<file path="config.mk">
export PLATFORM = sky130hd
export DESIGN_NAME = serial_subtractor_ctrl_flat
export DESIGN_NICKNAME = d
export VERILOG_FILES = /design/src/rtl/serial_subtractor_ctrl_if.sv /design/src/rtl/serial_subtractor_ctrl.sv /design/src/flat_wrapper.sv
export SDC_FILE = /design/constraint.sdc
export NUM_CORES = 1
export LEC_CHECK = 0
export CAP_MARGIN = 20
export CORE_ASPECT_RATIO = 0.6
export CORE_MARGIN = 2
export CORE_UTILIZATION = 52
export CTS_BUF_LIST = sky130_fd_sc_hd__clkbuf_4 sky130_fd_sc_hd__clkbuf_8
export CTS_CLUSTER_DIAMETER = 100
export DETAILED_ROUTE_END_ITERATION = 6
export GPL_TIMING_DRIVEN = 0
export PLACE_DENSITY = 0.81
export SYNTH_ARGS = -nofsm -noshare
export SYNTH_HDL_FRONTEND = slang
export SYNTH_SLANG_ARGS = --single-unit
</file>
<file path="constraint.sdc">
create_clock -name clk -period 2.6 [get_ports clk]
set_input_delay 0.39 -clock clk [delete_from_list [all_inputs] [get_ports clk]]
set_output_delay 0.39 -clock clk [all_outputs]
set_load 0.01 [all_outputs]
</file>
<file path="src/rtl/serial_subtractor_ctrl_if.sv">
// serial_subtractor_ctrl_if
// Bundles the request/result handshake and the full-subtractor bit bus of
// serial_subtractor_ctrl.
//   start, a, b, bin   : operation request and operands (master -> slave)
//   busy, done         : progress / one-cycle completion pulse (slave -> master)
//   diff, bout         : result word and final borrow (slave -> master)
//   fs_x, fs_y, fs_z   : bit operands to the external full subtractor (slave -> master)
//   fs_diff, fs_borrow : bit results from the full subtractor (master -> slave)
interface serial_subtractor_ctrl_if #(
  parameter int WIDTH = 8
);
  logic             start;
  logic [WIDTH-1:0] a;
  logic [WIDTH-1:0] b;
  logic             bin;
  logic             busy;
  logic             done;
  logic [WIDTH-1:0] diff;
  logic             bout;
  logic             fs_x;
  logic             fs_y;
  logic             fs_z;
  logic             fs_diff;
  logic             fs_borrow;

  modport master (
    output start, a, b, bin, fs_diff, fs_borrow,
    input  busy, done, diff, bout, fs_x, fs_y, fs_z
  );

  modport slave (
    input  start, a, b, bin, fs_diff, fs_borrow,
    output busy, done, diff, bout, fs_x, fs_y, fs_z
  );
endinterface

</file>
<file path="src/rtl/serial_subtractor_ctrl.sv">
// serial_subtractor_ctrl
// Computes (a - b - bin) mod 2^WIDTH one bit per cycle, LSB first, using an
// external combinational full subtractor reached through the fs_* signals.
//   clk   : rising-edge clock
//   rst_n : asynchronous active-low reset
//   bus   : serial_subtractor_ctrl_if.slave (request, result, full-subtractor bus)
module serial_subtractor_ctrl #(
  parameter int WIDTH = 8
) (
  input  logic                     clk,
  input  logic                     rst_n,
  serial_subtractor_ctrl_if.slave  bus
);
  localparam int CW = (WIDTH > 1) ? $clog2(WIDTH) : 1;
  localparam logic [CW-1:0] LAST_BIT = CW'(WIDTH - 1);

  typedef enum logic [1:0] {
    ST_IDLE  = 2'd0,
    ST_SHIFT = 2'd1,
    ST_DONE  = 2'd2
  } state_t;

  state_t           state;
  logic [WIDTH-1:0] a_reg;
  logic [WIDTH-1:0] b_reg;
  logic             borrow_reg;
  logic [CW-1:0]    cnt;
  logic [WIDTH-1:0] res;
  logic [WIDTH-1:0] diff_reg;
  logic             bout_reg;
  logic             busy_reg;
  logic             done_reg;

  // Bit operands come straight from the registers while shifting so the
  // external full subtractor settles within the same cycle; forced low otherwise.
  assign bus.fs_x = (state == ST_SHIFT) & a_reg[0];
  assign bus.fs_y = (state == ST_SHIFT) & b_reg[0];
  assign bus.fs_z = (state == ST_SHIFT) & borrow_reg;

  assign bus.diff = diff_reg;
  assign bus.bout = bout_reg;
  assign bus.busy = busy_reg;
  assign bus.done = done_reg;

  // Control FSM with registered busy/done. The result word is only written
  // on the final bit so diff/bout hold the previous answer during SHIFT.
  always_ff @(posedge clk or negedge rst_n) begin
    if (!rst_n) begin
      state      <= ST_IDLE;
      a_reg      <= '0;
      b_reg      <= '0;
      borrow_reg <= 1'b0;
      cnt        <= '0;
      res        <= '0;
      diff_reg   <= '0;
      bout_reg   <= 1'b0;
      busy_reg   <= 1'b0;
      done_reg   <= 1'b0;
    end else begin
      case (state)
        ST_IDLE: begin
          done_reg <= 1'b0;
          if (bus.start) begin
            a_reg      <= bus.a;
            b_reg      <= bus.b;
            borrow_reg <= bus.bin;
            cnt        <= '0;
            res        <= '0;
            busy_reg   <= 1'b1;
            state      <= ST_SHIFT;
          end
        end
        ST_SHIFT: begin
          res        <= {bus.fs_diff, res[WIDTH-1:1]};
          borrow_reg <= bus.fs_borrow;
          a_reg      <= a_reg >> 1;
          b_reg      <= b_reg >> 1;
          cnt        <= cnt + 1'b1;
          if (cnt == LAST_BIT) begin
            diff_reg <= {bus.fs_diff, res[WIDTH-1:1]};
            bout_reg <= bus.fs_borrow;
            busy_reg <= 1'b0;
            done_reg <= 1'b1;
            state    <= ST_DONE;
          end
        end
        ST_DONE: begin
          done_reg <= 1'b0;
          state    <= ST_IDLE;
        end
        default: begin
          busy_reg <= 1'b0;
          done_reg <= 1'b0;
          state    <= ST_IDLE;
        end
      endcase
    end
  end
endmodule

</file>
<file path="src/flat_wrapper.sv">
// flat-port wrapper written by rule: the top's interface ports become plain ports
module serial_subtractor_ctrl_flat 
#(
  parameter int WIDTH = 8
)
  (clk, rst_n, bus_start, bus_a, bus_b, bus_bin, bus_fs_diff, bus_fs_borrow, bus_busy, bus_done, bus_diff, bus_bout, bus_fs_x, bus_fs_y, bus_fs_z);
  serial_subtractor_ctrl_if #(.WIDTH(WIDTH)) bus_i ();
  input  logic clk;
  input  logic rst_n;
  input wire logic [$bits(bus_i.start)-1:0] bus_start;
  input wire logic [$bits(bus_i.a)-1:0] bus_a;
  input wire logic [$bits(bus_i.b)-1:0] bus_b;
  input wire logic [$bits(bus_i.bin)-1:0] bus_bin;
  input wire logic [$bits(bus_i.fs_diff)-1:0] bus_fs_diff;
  input wire logic [$bits(bus_i.fs_borrow)-1:0] bus_fs_borrow;
  output wire logic [$bits(bus_i.busy)-1:0] bus_busy;
  output wire logic [$bits(bus_i.done)-1:0] bus_done;
  output wire logic [$bits(bus_i.diff)-1:0] bus_diff;
  output wire logic [$bits(bus_i.bout)-1:0] bus_bout;
  output wire logic [$bits(bus_i.fs_x)-1:0] bus_fs_x;
  output wire logic [$bits(bus_i.fs_y)-1:0] bus_fs_y;
  output wire logic [$bits(bus_i.fs_z)-1:0] bus_fs_z;
  assign bus_i.start = bus_start;
  assign bus_i.a = bus_a;
  assign bus_i.b = bus_b;
  assign bus_i.bin = bus_bin;
  assign bus_i.fs_diff = bus_fs_diff;
  assign bus_i.fs_borrow = bus_fs_borrow;
  assign bus_busy = bus_i.busy;
  assign bus_done = bus_i.done;
  assign bus_diff = bus_i.diff;
  assign bus_bout = bus_i.bout;
  assign bus_fs_x = bus_i.fs_x;
  assign bus_fs_y = bus_i.fs_y;
  assign bus_fs_z = bus_i.fs_z;
  serial_subtractor_ctrl #(.WIDTH(WIDTH)) u_core (.clk(clk), .rst_n(rst_n), .bus(bus_i));
endmodule
</file>
[Yosys cells after proc, flatten, opt, wreduce, memory -nomap -nowiden]
Cells that the tools add are included.
Storage, ports and cells
  register bits: 41
  output and inout bits: 14
  bits of input ports: 22
Cells by class
  multiplexer cells: 18
  equality and inequality tests: 5
  add/subtract/negate cells: 1
  bitwise logic cells: 4
  reductions and logical operators: 6
Operators with widths (number)
  8-bit one-hot mux with 2 select lines: 3
  8-bit two-way mux: 3
  3-bit one-hot mux with 2 select lines: 1
  2-bit AND reduction: 3
  1-bit two-way mux: 5
  2-bit two-way mux: 2
  2-bit != test (second input constant): 2
  2-bit one-hot mux with 2 select lines: 1
  3-bit by 1-bit adder with 3-bit output (second input constant): 1
  1-bit AND: 3
  3-bit == test (second input constant): 1
  3-bit two-way mux: 1
  1-bit one-hot mux with 3 select lines: 1
  3-bit AND reduction: 1
  2-bit by 1-bit == test with 1-bit output (second input constant): 1
  2-bit == test (second input constant): 1
  2-bit logical NOT: 1
  1-bit one-hot mux with 2 select lines: 1
  2-bit nonzero test: 1
  1-bit NOT: 1

[Longest topological paths before layout]
Gate-level depths: netlist (run 1).
  depth after elaboration: 3
  mapped depth: 6
  mapped depth without buffers: 5

[Least setup slack after synthesis (run 1)]
No wires, ideal clock.
  path type: reg-to-output
  start point: register u_core.state[1]
  end point: output port bus_fs_x
  slack: 1.199 ns
  buffers on the path: 2
  arrival: 1.011 ns
  stages on the path, launching flop included: 5
  cells stage by stage: dfrtp_1 > buf_4 > nor2b_4 > buf_2 > and2_1
On the way
  cells in the longest elaborated chain, start to end: 2
Ends and longest elaborated chain
  start, declared: line serial_subtractor_ctrl.sv:23  | state_t state;
  start signal, assigned: line serial_subtractor_ctrl.sv:49  | state <= ST_IDLE;
  start signal, assigned: line serial_subtractor_ctrl.sv:70  | state <= ST_SHIFT;
  start signal, assigned: line serial_subtractor_ctrl.sv:84  | state <= ST_DONE;
  2-bit by 1-bit == test with 1-bit output: line serial_subtractor_ctrl.sv:36  | assign bus.fs_x = (state == ST_SHIFT) & a_reg[0];
  1-bit AND: line serial_subtractor_ctrl.sv:36
  end, declared: line flat_wrapper.sv:20  | output wire logic [$bits(bus_i.fs_x)-1:0] bus_fs_x;
Every way passes these cells.

[Worst setup path after layout (run 1)]
  start point: register u_core.state[1]
  end point: output port bus_fs_y
On the way
  cells in the longest elaborated chain, start to end: 2
Ends and longest elaborated chain
  2-bit by 1-bit == test with 1-bit output: line serial_subtractor_ctrl.sv:37  | assign bus.fs_y = (state == ST_SHIFT) & b_reg[0];
  1-bit AND: line serial_subtractor_ctrl.sv:37
  end, declared: line flat_wrapper.sv:21  | output wire logic [$bits(bus_i.fs_y)-1:0] bus_fs_y;
Every way passes these cells.

==> impl_metrics.tcl, run 1 <==
set metrics [dict create \
    ys_ff_latch 40 \
    overflow 0 \
    fill_cells 236 \
    max-cap-violations 0 \
    nets 211 \
    drive_gt1_share_pct 16.5 \
    grt_usage_pct 23.2 \
    clock_skew_ps 5.96 \
    cp-startpoint "u_core.state[1]" \
    period_minus_slack_ps 2340 \
    seq_area_frac_synth_pct 57.8 \
    fp.dieH_um 48.7 \
    cp-end-kind "output port" \
    clock_path_buffers 2 \
    slew_violations 0 \
    fp-row-count 16 \
    hpwl_um 2760 \
    clk_latency_ps 300 \
    synth_ff_type "dfrtp_1" \
    grt_pass1_vias 1337 \
    crit_family "buffers and inverters" \
    ctsHoldBuffers 0 \
    io-pin-count 36 \
    irDropWorstVdd_mv 0.558 \
    synth_top_area_cell "dfrtp_1" \
    fin_total_pwr_mw 2.67 \
    clkSinkCount 40 \
    grt_antenna_before_repair 0 \
    post_dp_cell_area_sq_um 2130 \
    floorplan.die_area_sq_um 3820 \
    synth_nets 169 \
    synth_common_cells "40 x dfrtp_1, 30 x o22ai_1, 16 x a21oi_1, 9 x a22o_1, 9 x mux2_4" \
    area_delta_synth_final_pct 29.6 \
    fmaxAchievable_ghz 0.427 \
    synth_area_leaders "dfrtp_1 58%, o22ai_1 11%, mux2_4 7.8%, a21oi_1 4.6%, a22o_1 4.6%" \
    slowest_delay_ps 550 \
    final_cell_area_sq_um 2240 \
    async_flop_share_pct 100 \
    timing.critical_path.cells "buf_4 -> nor2b_4 -> buf_2 -> and2_1 -> clkdlybuf4s50_1" \
    syn_area_sq_um 1730 \
    cts.clk_slew.worst_paths_ps 70 \
    n_antenna_cell 0 \
    yosysMostFrequentCell "dfrtp_1" \
    path_buf_inv 3 \
    io_buffers 35 \
    drc 0 \
    startpoint_type "register" \
    synth_edf_count 0 \
    syn_avg_cell_area_sq_um 11.9 \
    reg2reg_from "u_core.cnt[0]" \
    htreeDepth 2 \
    finalCritPeriodShare_pct 90.1 \
    crit_path_top_delay_cell "clkdlybuf4s50_1" \
    maxSlewHeadroom_pct 42.5 \
    critical_path_required_ps 2210 \
    outcome "complete, no violations" \
    grt_setup_unrepaired "no" \
    core_area_sq_um 3220 \
    hold_viol_final 0 \
    post_cts_buffers 0 \
    dr_total_vias 1365 \
    synth_top_area_share_pct 57.8 \
    hold_class "input port to asynchronous set/reset pin" \
    wl_um 3950 \
    crit_type "register to output port" \
    dr.pass1.iters 4 \
    setup_tns_ps 0 \
    ys_warn_count 0 \
    arrival_ps 1950 \
    cts_buffers 5 \
    grt_pass1_wl_um 6640 \
    avgRoutedWirePerCell_um 16.9 \
    drt_first_iter_violations 112 \
    gp_congestion 0.792 \
    timing.final.ws_setup_ps 258 \
    cts_tree "done" \
    p_per_area_nw_per_um2 1190 \
    via_per_inst 5.86 \
    root_buffer "clkbuf_8" \
    cts_resized 0 \
    die_x_um 78.5 \
    worst_pin_slew_ps 862 \
    leakagePower_nw 1.00 \
    syn_inst 145 \
    setup_violations 0 \
    drtAntennaViolNets 0 \
    start_util_pct 53.7 \
    cp_max_fo 10 \
    synth_cell_types 21 \
    post-place-ws_ps 580 \
    grt_max_degree 41 \
]
==> layout make-up <==
cell class / count / area (sq um) / share of cell area [%]
Sequential cell: 40 / 1000 / 44.6
Multi-Input combinational cell: 92 / 657 / 29.3
Buffer: 10 / 61.3 / 2.73
Timing Repair Buffer: 35 / 345 / 15.4
Tap cell: 45 / 56.3 / 2.51
Clock inverter: 2 / 35.0 / 1.56
Clock buffer: 6 / 76.3 / 3.40
Inverter: 3 / 11.3 / 0.502
==> logic make-up after synthesis <==
| group | after synthesis | synth area share (%) |
|---|---|---|
| muxes | 9 | 7.81 |
| DFF | 40 | 57.8 |
| adders and majority gates | 2 | 1.45 |
| buffers and inverters | 13 | 4.19 |
| and+or+nand+nor | 19 | 6.29 |
| AOI/OAI and AO/OA | 62 | 22.4 |
==> through the flow <==
step	instances	util (%)	hold slack, ps
5_1_grt	233	69.6	264
3_5_place_dp	225	66.1	473
2_1_floorplan	145	-	94.4
4_1_cts	233	69.6	231
6_report	233	69.6	199
3_3_place_gp	225	66.3	476
==> cell usage in the layout (no fill, tap or decap), drive strengths merged, types with 3 or more instances in the layout <==
| cell type | count |
|---|---|
| dfrtp | 40 |
| o21ai | 6 |
| nor2 | 5 |
| nor2b | 3 |
| mux2 | 9 |
| a22o | 9 |
| o22ai | 30 |
| a21oi | 16 |
| buf | 10 |
| and2 | 3 |
| nand2 | 6 |
| clkdlybuf4s50 | 34 |
| clkbuf | 7 |
==> layer usage <==
layer | up-vias | track usage, % | wire, um
met2 | 57 | 34.8 | 1820
met4 | 0 | 9.94 | 80
met1 | 670 | 32.4 | 1790
met3 | 8 | 5.78 | 255
met5 | - | 0 | 0
li1 | 630 | - | -
==> final timing paths <==
check,endpoint,slack [ps],depth (start not counted)
max,bus_fs_y,260,5
min,u_core.b_reg[6],200,1
max reg2reg,u_core.bus.bout,1070,4
min reg2reg,u_core.bus.busy,500,2
max in group asynchronous,u_core.res[2],1860,1
min in group clk,u_core.bus.busy,500,2
==> worst register-to-register path, stage by stage (launching register included) <==
cell,delay (ps)
dfrtp_1,400
ha_1,220
ha_1,260
nand2_4,210
mux2_4,330
==> power breakdown <==
group | internal, mW | switching [mW] | total [mW]
registers | 0.895 | 0.194 | 1.09
clock network | 0.295 | 0.217 | 0.512
logic | 0.585 | 0.490 | 1.07
Power figures use the tool's default switching activity.
==> run 2, diff against run 1 <==
--- a/config.mk
+++ b/config.mk
@@ -8,12 +8,12 @@
 export CAP_MARGIN = 20
 export CORE_ASPECT_RATIO = 0.6
 export CORE_MARGIN = 2
-export CORE_UTILIZATION = 52
+export CORE_UTILIZATION = 47
 export CTS_BUF_LIST = sky130_fd_sc_hd__clkbuf_4 sky130_fd_sc_hd__clkbuf_8
 export CTS_CLUSTER_DIAMETER = 100
 export DETAILED_ROUTE_END_ITERATION = 6
 export GPL_TIMING_DRIVEN = 0
-export PLACE_DENSITY = 0.81
+export PLACE_DENSITY = 0.77
 export SYNTH_ARGS = -nofsm -noshare
 export SYNTH_HDL_FRONTEND = slang
 export SYNTH_SLANG_ARGS = --single-unit
==> constraint.sdc (replaced) <==
create_clock -name clk -period 2.15 [get_ports clk]
set_input_delay 0.3225 -clock clk [delete_from_list [all_inputs] [get_ports clk]]
set_output_delay 0.3225 -clock clk [all_outputs]
set_load 0.01 [all_outputs]
==> impl_metrics.tcl, run 2 (same netlist as run 1, synthesis figures left out) <==
set metrics [dict create \
    outcome "complete, no violations" \
    clock_skew_ps 7.95 \
    cp_max_fo 10 \
    drtAntennaViolNets 0 \
    fp-row-count 17 \
    grt_antenna_before_repair 0 \
    n_antenna_cell 0 \
    wl_um 4200 \
    hpwl_um 2820 \
    cts_buffers 5 \
    post-place-ws_ps 207 \
    finalCritPeriodShare_pct 80.9 \
    grt_util_met1_pct 31.9 \
    area_delta_synth_final_pct 31.0 \
    die_x_um 82.3 \
    start_util_pct 48.1 \
    hold_class "input port to asynchronous set/reset pin" \
    critical_path_required_ps 1830 \
    setup_violations 0 \
    fin_hold_ws_ps 140 \
    via_per_inst 5.76 \
    slew_violations 0 \
    worst_pin_slew_ps 885 \
    final_common_cell "dfrtp_1" \
    grt_pass1_wl_um 6960 \
    grt_setup_unrepaired "no" \
    crit_type "register to output port" \
    leakagePower_nw 1.04 \
    startpoint_type "register" \
    floorplan.die_area_sq_um 4200 \
    htreeDepth 2 \
    drt_first_iter_violations 85 \
    hold_viol_final 0 \
    grt_max_degree 41 \
    busiest_layer "met2" \
    clk_latency_ps 300 \
    io_buffers 35 \
    p_per_area_nw_per_um2 1450 \
    cts.clk_slew.worst_paths_ps 70 \
    fill_cells 277 \
    gp_congestion 0.743 \
    met2_usage_pct 35.3 \
    cp-startpoint "u_core.state[0]" \
    io-pin-count 36 \
    final_cell_mix "40 x dfrtp_1, 31 x clkdlybuf4s50_1, 30 x o22ai_1" \
    crit_path_top_delay_cell "dfrtp_1" \
    irDropWorstVdd_mv 0.596 \
    cp-end-kind "output port" \
    maxSlewHeadroom_pct 41.0 \
    clock_path_buffers 2 \
    arrival_ps 1420 \
    grt_pass1_vias 1364 \
    cts_tree "done" \
    fp.dieH_um 51 \
    core_area_sq_um 3590 \
    slowest_delay_ps 370 \
    reg2reg_from "u_core.cnt[0]" \
    ctsHoldBuffers 0 \
    fmaxAchievable_ghz 0.575 \
    dr.pass1.iters 4 \
    nets 212 \
    grt_usage_pct 22.9 \
    timing.critical_path.cells "buf_4 -> nor2b_4 -> buf_6 -> and2_1 -> dlymetal6s2s_1" \
    root_buffer "clkbuf_8" \
    max-cap-violations 0 \
    overflow 0 \
    drive_gt1_share_pct 16.9 \
    drc 0 \
    clkSinkCount 40 \
    period_minus_slack_ps 1740 \
    dr_total_vias 1360 \
    timing.final.ws_setup_ps 411 \
    avgRoutedWirePerCell_um 17.8 \
    grt_use_met3_pct 4.42 \
]
==> run 2: cell count changes in the layout (fill, tap and decap cells not counted), sizes merged <==
cell	change
buf	+1
dlymetal6s2s	+3
clkdlybuf4s50	-3
clkinvlp	+1
clkbuf	-1
==> run 2: timing repair <==
item / in CTS / in global routing
cloned: 0 / 0
resized for setup: 2 / 3
setup endpoints to repair: 3 / 3
setup buffers: 1 / 0
==> run 2: final cells by class <==
| type | instances | area, sq um | area share, % |
|---|---|---|---|
| inverter | 3 | 11.3 | 0.497 |
| tap | 47 | 58.8 | 2.59 |
| timing repair buffer | 36 | 360 | 15.9 |
| clock buffer | 5 | 68.8 | 3.04 |
| buffer | 10 | 67.6 | 2.98 |
| multi-input combinational | 92 | 657 | 29.0 |
| clock inverter | 3 | 42.5 | 1.88 |
| sequential | 40 | 1000 | 44.2 |
==> run 2: final timing paths <==
kind | endpoint | slack (ps) | cells past startpoint
setup / recovery | bus_fs_z | 410 | 5
hold / removal | u_core.b_reg[6] | 140 | 1
setup reg to reg | u_core.bus.diff[6] | 630 | 4
hold reg to reg | u_core.cnt[0] | 510 | 1
max in group asynchronous | u_core.res[7] | 1450 | 1
min in group clk | u_core.cnt[0] | 510 | 1
==> run 2: metal layers <==
layer,wire length [um],vias up
met5,0,-
met4,74,0
met1,2000,690
met3,154,9
li1,-,629
met2,1970,32
==> run 2: critical path: cells and delay by family (launching register included) <==
kind	cells	cell delay (ps)
buffers and inverters	3	460
DFF	1	370
and+or+nand+nor	2	280
==> run 2: stage by stage <==
stage	util [%]	total power [mW]	std cells	instance area, sq um	setup TNS [ps]
5_1_grt	63.1	3.49	236	2270	0
3_3_place_gp	59.5	2.54	227	2140	-5680
2_1_floorplan	-	2.10	145	1730	0
4_1_cts	62.9	3.30	236	2260	0
6_report	63.1	3.28	236	2270	0
3_5_place_dp	59.4	2.63	227	2130	0
==> run 2: where the power goes <==
part           internal, mW  leakage (nW)  total, mW  switching (mW)
combinational         0.723         0.493       1.34           0.616
sequential             1.08         0.490       1.32           0.243
clock                 0.343        0.0541      0.618           0.274
